--- src/rtl/reg_file_sb.sv ---
// Purpose: integer register file with write-back bypass and per-register pending-write scoreboard.
// Latency: reads are combinational (0 cycles); writes and scoreboard updates land on the rising clk edge.
// Backpressure: stall holds issue while a consumed source or the destination has an unresolved producer.
//
// Ports: a1/a2 + use1/use2 read ports -> rd1/rd2; we3/a3/wd3 write-back port;
//        issue_valid/issue_rd issue request -> stall/issue_fire; busy/pend_cnt scoreboard state.
module reg_file_sb #(
    parameter int XLEN   = 32,
    parameter int NREGS  = 32,
    parameter int AW     = $clog2(NREGS),
    parameter int BYPASS = 1
) (
    input  logic             clk,
    input  logic             rst_n,
    input  logic [AW-1:0]    a1,
    input  logic [AW-1:0]    a2,
    input  logic             use1,
    input  logic             use2,
    output logic [XLEN-1:0]  rd1,
    output logic [XLEN-1:0]  rd2,
    input  logic             we3,
    input  logic [AW-1:0]    a3,
    input  logic [XLEN-1:0]  wd3,
    input  logic             issue_valid,
    input  logic [AW-1:0]    issue_rd,
    output logic             stall,
    output logic             issue_fire,
    output logic [NREGS-1:0] busy,
    output logic [AW:0]      pend_cnt
);

    localparam int  CW     = AW + 1;
    localparam logic BYP_EN = (BYPASS != 0);

    logic [XLEN-1:0]  rf [NREGS];
    logic [NREGS-1:0] busy_q;
    logic [NREGS-1:0] busy_nxt;
    logic [NREGS-1:0] set_vec;
    logic [NREGS-1:0] clr_vec;
    logic [CW-1:0]    pend_q;
    logic             wr_en;
    logic             raw1;
    logic             raw2;
    logic             waw;
    logic             set_en;
    logic             inc;
    logic             dec;

    // Writes to register 0 never take effect anywhere.
    assign wr_en = we3 && (a3 != '0);

    // Read ports: register 0 reads as zero; optional forward of write-back data.
    always_comb begin
        rd1 = '0;
        if (a1 != '0) begin
            if (BYP_EN && wr_en && (a3 == a1)) rd1 = wd3;
            else                               rd1 = rf[a1];
        end
    end

    always_comb begin
        rd2 = '0;
        if (a2 != '0) begin
            if (BYP_EN && wr_en && (a3 == a2)) rd2 = wd3;
            else                               rd2 = rf[a2];
        end
    end

    // A same-cycle write-back resolves a RAW only when it is forwarded, but
    // always resolves a WAW because the new producer will re-set the bit.
    always_comb begin
        raw1       = use1 && busy_q[a1] && !(BYP_EN && we3 && (a3 == a1));
        raw2       = use2 && busy_q[a2] && !(BYP_EN && we3 && (a3 == a2));
        waw        = issue_valid && busy_q[issue_rd] && !(we3 && (a3 == issue_rd));
        stall      = issue_valid && (raw1 || raw2 || waw);
        issue_fire = issue_valid && !stall;
    end

    // Scoreboard next state: set is applied after clear so a collision keeps the bit.
    always_comb begin
        set_en  = issue_fire && (issue_rd != '0);
        set_vec = '0;
        clr_vec = '0;
        if (set_en) set_vec[issue_rd] = 1'b1;
        if (wr_en)  clr_vec[a3]       = 1'b1;
        busy_nxt    = (busy_q & ~clr_vec) | set_vec;
        busy_nxt[0] = 1'b0;
        // Count moves only on real bit transitions so it always equals popcount(busy).
        inc = set_en && !busy_q[issue_rd];
        dec = wr_en && busy_q[a3] && !(set_en && (issue_rd == a3));
    end

    always_ff @(posedge clk) begin
        if (!rst_n) begin
            for (int i = 0; i < NREGS; i++) rf[i] <= '0;
        end else if (wr_en) begin
            rf[a3] <= wd3;
        end
    end

    always_ff @(posedge clk) begin
        if (!rst_n) begin
            busy_q <= '0;
            pend_q <= '0;
        end else begin
            busy_q <= busy_nxt;
            pend_q <= pend_q + CW'(inc) - CW'(dec);
        end
    end

    assign busy     = busy_q;
    assign pend_cnt = pend_q;

endmodule

--- config.mk ---
export PLATFORM = sky130hd
export DESIGN_NAME = reg_file_sb
export DESIGN_NICKNAME = d
export VERILOG_FILES = /design/src/rtl/reg_file_sb.sv
export SDC_FILE = /design/constraint.sdc
export NUM_CORES = 2
export LEC_CHECK = 0
export CAP_MARGIN = 20
export CORE_MARGIN = 3
export CORE_UTILIZATION = 40
export CTS_BUF_LIST = sky130_fd_sc_hd__clkbuf_16
export DETAILED_ROUTE_END_ITERATION = 16
export MAX_ROUTING_LAYER = met4
export PLACE_DENSITY_LB_ADDON = 0.1
export SLEW_MARGIN = 20
export SYNTH_ARGS = -nofsm -noshare
export SYNTH_HDL_FRONTEND = slang
export SYNTH_SLANG_ARGS = --single-unit
--- constraint.sdc ---
create_clock -name clk -period 6.2 [get_ports clk]
set_input_delay 1.24 -clock clk [delete_from_list [all_inputs] [get_ports clk]]
set_output_delay 1.24 -clock clk [all_outputs]
set_load 0.02 [all_outputs]
==> results.toml <==
[clock_tree]
worstSkewPairLatency_ps = 760
path_clk_slew_ps = 70
clock-root-buffer = "sky130_fd_sc_hd__clkbuf_16"
clk_path_buf_depth = 3
ctsResizeCount = 0
cts.htree.levels = 3
cts_made_buffers = 119
tritoncts = "built"
cts.repair_timing.setup_buffer_count = 0
cts_sinks = 1061
cts_hold_repair.buffers = 0

[yosys]
dominantRegCellSynth = "sky130_fd_sc_hd__edfxtp_1"
synth-edff-count = 1024
synth.ff_latch_count = 1061
async_flop_share_pct = 0
synthesis.instances = 4115
synthDistinctLibCells = 57
post-synth-top-area-cell = "sky130_fd_sc_hd__edfxtp_1"
syn_area_per_cell_um2 = 14.2
yosysSeqAreaShare_pct = 53.8
ys_warn_count = 0
synth.area.top_cells = "sky130_fd_sc_hd__edfxtp_1 53%, sky130_fd_sc_hd__mux4_2 19%, sky130_fd_sc_hd__and2_1 11%, sky130_fd_sc_hd__mux2i_1 4.6%, sky130_fd_sc_hd__clkbuf_1 1.9%"
netlist_area_um2 = 58500
yosys.area.top_type_share_pct = 52.5

[placement]
pre_cts_slack_ps = 123
placement.io_buffers = 160
gp_congestion = 0.870
place_hpwl_um = 143000

[setup_path]
crit_start = "a3[2]"
count_of_buffering_cells_on_the_critical_path_with_inverters_included = 3
critical_path_required_ps = 4960
reg2reg_launch_point = "busy[11]"
cp_top_family = "simple AND/OR/NAND/NOR gates"
setup.worst_path.end_class = "output pin"
cpPeakStageDelay_ps = 830
timing.critical_path.slowest_stage_cell = "sky130_fd_sc_hd__nor3_1"
ff2ff_setup_slack_ps = 2190
setup.worst_path.start_class = "input pin"
crit_path_max_fanout = 32
reg2regPathDepth = 15
cp_data_arrival_time_ps = 4700
timing.rr.end = "pend_cnt[4]"
cp_num_cells = 8
critPathCapture = "rd1[13]"
criticalPathCategory = "input pin to output pin"
crit_chain = "clkdlybuf4s50_1 -> or3_1 -> nor3_1 -> nor3_2 -> buf_12 -> nor3_1 -> nor2_1 -> clkdlybuf4s50_1"

[timing]
final.setup.worst_slack_ps = 259
hold_viol = 0
setup_total_negative_slack_ps = 0
rsz0062_at_grt = "no"
fmaxAchievable_mhz = 168
worst_pin_slew_ps = 1100
fin_worst_skew_ps = 27.9
setup_viol_count_final = 0
timing.slew.headroom_pct = 26.8
layout_worst_path_cycle_share_pct = 95.8
fin_crit_ps = 5940
timing.final.max_slew_violations = 0

[flow_run]
maxCapViolCount = 0

[route]
vias_per_cell = 6.33
final_antenna_net_count = 0
drc = 0
detail_route.iter0.violations = 5594
wl_per_cell_um = 37.4
vias = 39800
dr.pass1.iters = 5
wl_um = 235000

[global_routing]
grt_start_max_net_pins = 54
first_global_vias = 39000
antenna_found_initial = 21
grt_util_all_layers_pct = 31.6
grt_first_pass_wirelength_um = 323000
globalRouteOverflowTotal = 0

[power_and_ir_drop]
worst_ir_drop_vdd_mv = 0.218
power_leakage_nw = 23.5
power.density_nw_per_um2 = 268

[floorplan]
placeableCoreArea_um2 = 145000
rows = 139
die_h_um = 389
floorplan.io_pins = 162
die_area_um2 = 151000
die_w_um = 389
start_util_pct = 40.5

[cells_and_area]
area_occupied_by_multi_input_gates_um2 = 25600
fillCellCount = 12600
utilization_pct = 46.9
flow.area_growth_from_synthesis_pct = 15.8
final_layout_size_suffix_gt1_share_pct = 23.6
final-seq-area_um2 = 31500
final_nets = 4319

[min_path]
hold_class = "flop to flop"

[run_status]
status = "completed"
synth_stat cells, drive strengths merged, types with 36 or more instances:
library cell	count
mux2i	270
nor3	52
nand2	80
dfxtp	37
inv	51
a211oi	61
buf	139
a221oi	102
mux4	490
and2	994
clkbuf	294
o21ai	110
nor2	139
nand3	36
edfxtp	1024
metrics by stage:
step	area, um2	power (W)	std cells	hold slack, ps
floorplan	58600	0.0101	4147	573
global placement	63900	0.0114	6033	563
detailed placement	64000	0.0114	6036	567
CTS	67700	0.0182	6255	577
global route	67700	0.0187	6264	598
finish	67800	0.0182	6278	581
state kept, by name, indices dropped and copies added, names as in the netlist:
| register | flops |
|---|---|
| pend_cnt | 6 |
| busy | 31 |
| rf | 1024 |
worst min-delay path by stage:
stage             start  endpoint  slack, ps  cells after the start
2_1_floorplan  busy[22]  busy[22]        570                      2
6_report       busy[28]  busy[28]        580                      2
5_1_grt        busy[28]  busy[28]        600                      2
4_1_cts         busy[5]   busy[5]        580                      2
3_5_place_dp    busy[7]   busy[7]        570                      2
3_3_place_gp   busy[27]  busy[27]        560                      2
area by class of cell:
cell class	instances	area share, %
timing repair buffer	419	6.39
antenna	23	0.0849
clock inverter	98	0.997
inverter	54	0.299
multi-input combinational	2599	37.8
clock buffer	121	4.47
tap	1903	3.51
sequential	1061	46.5
placed cells by master, fill, tap and decap left out, types with 36 or more instances in the layout:
cell / count
sky130_fd_sc_hd__clkdlybuf4s50_1: 142
sky130_fd_sc_hd__a211oi_1: 61
sky130_fd_sc_hd__inv_1: 71
sky130_fd_sc_hd__mux2i_1: 270
sky130_fd_sc_hd__edfxtp_1: 1024
sky130_fd_sc_hd__mux4_2: 490
sky130_fd_sc_hd__o21ai_0: 66
sky130_fd_sc_hd__nand3_1: 36
sky130_fd_sc_hd__dfxtp_1: 37
sky130_fd_sc_hd__and2_1: 994
sky130_fd_sc_hd__buf_12: 61
sky130_fd_sc_hd__a221oi_1: 102
sky130_fd_sc_hd__clkbuf_16: 121
sky130_fd_sc_hd__nor2_1: 106
sky130_fd_sc_hd__nor3_1: 50
sky130_fd_sc_hd__buf_4: 206
sky130_fd_sc_hd__nand2_1: 79
power breakdown:
part           switching, W  internal, W  leakage, nW  total [W]
sequential         0.000214      0.00827         10.1    0.00848
combinational       0.00165      0.00114         11.5    0.00279
clock               0.00304      0.00388         1.92    0.00692
tightest hold or removal path, cell delays in order (launching register included):
cell and delay (ps):
sky130_fd_sc_hd__dfxtp_1 380, sky130_fd_sc_hd__inv_1 70, sky130_fd_sc_hd__o21ai_0 80
layer usage:
metal	up-vias	routed length (um)	track usage, %
li1	16100	-	-
met2	2324	109000	48.5
met5	-	0	-
met3	477	20500	5.29
met1	20900	95500	42.6
met4	0	9610	11.5
kinds of logic (layout without fill, tap and decap cells):
kind of cell             count (synthesis)  count (layout)  share of synthesized area, %
AND/OR/NAND/NOR                       1373            1373                          13.6
flip-flops                            1061            1061                          53.8
multiplexers                           765             765                          23.6
buffers and inverters                  487             692                          3.70
AO/OA/AOI/OAI                          401             401                          4.82
XOR/XNOR                                20              20                         0.299
adder cells (fa/ha/maj)                  7               7                         0.162
other                                    1              56                       0.00641
No activity file was read; power rests on OpenSTA's default activity.
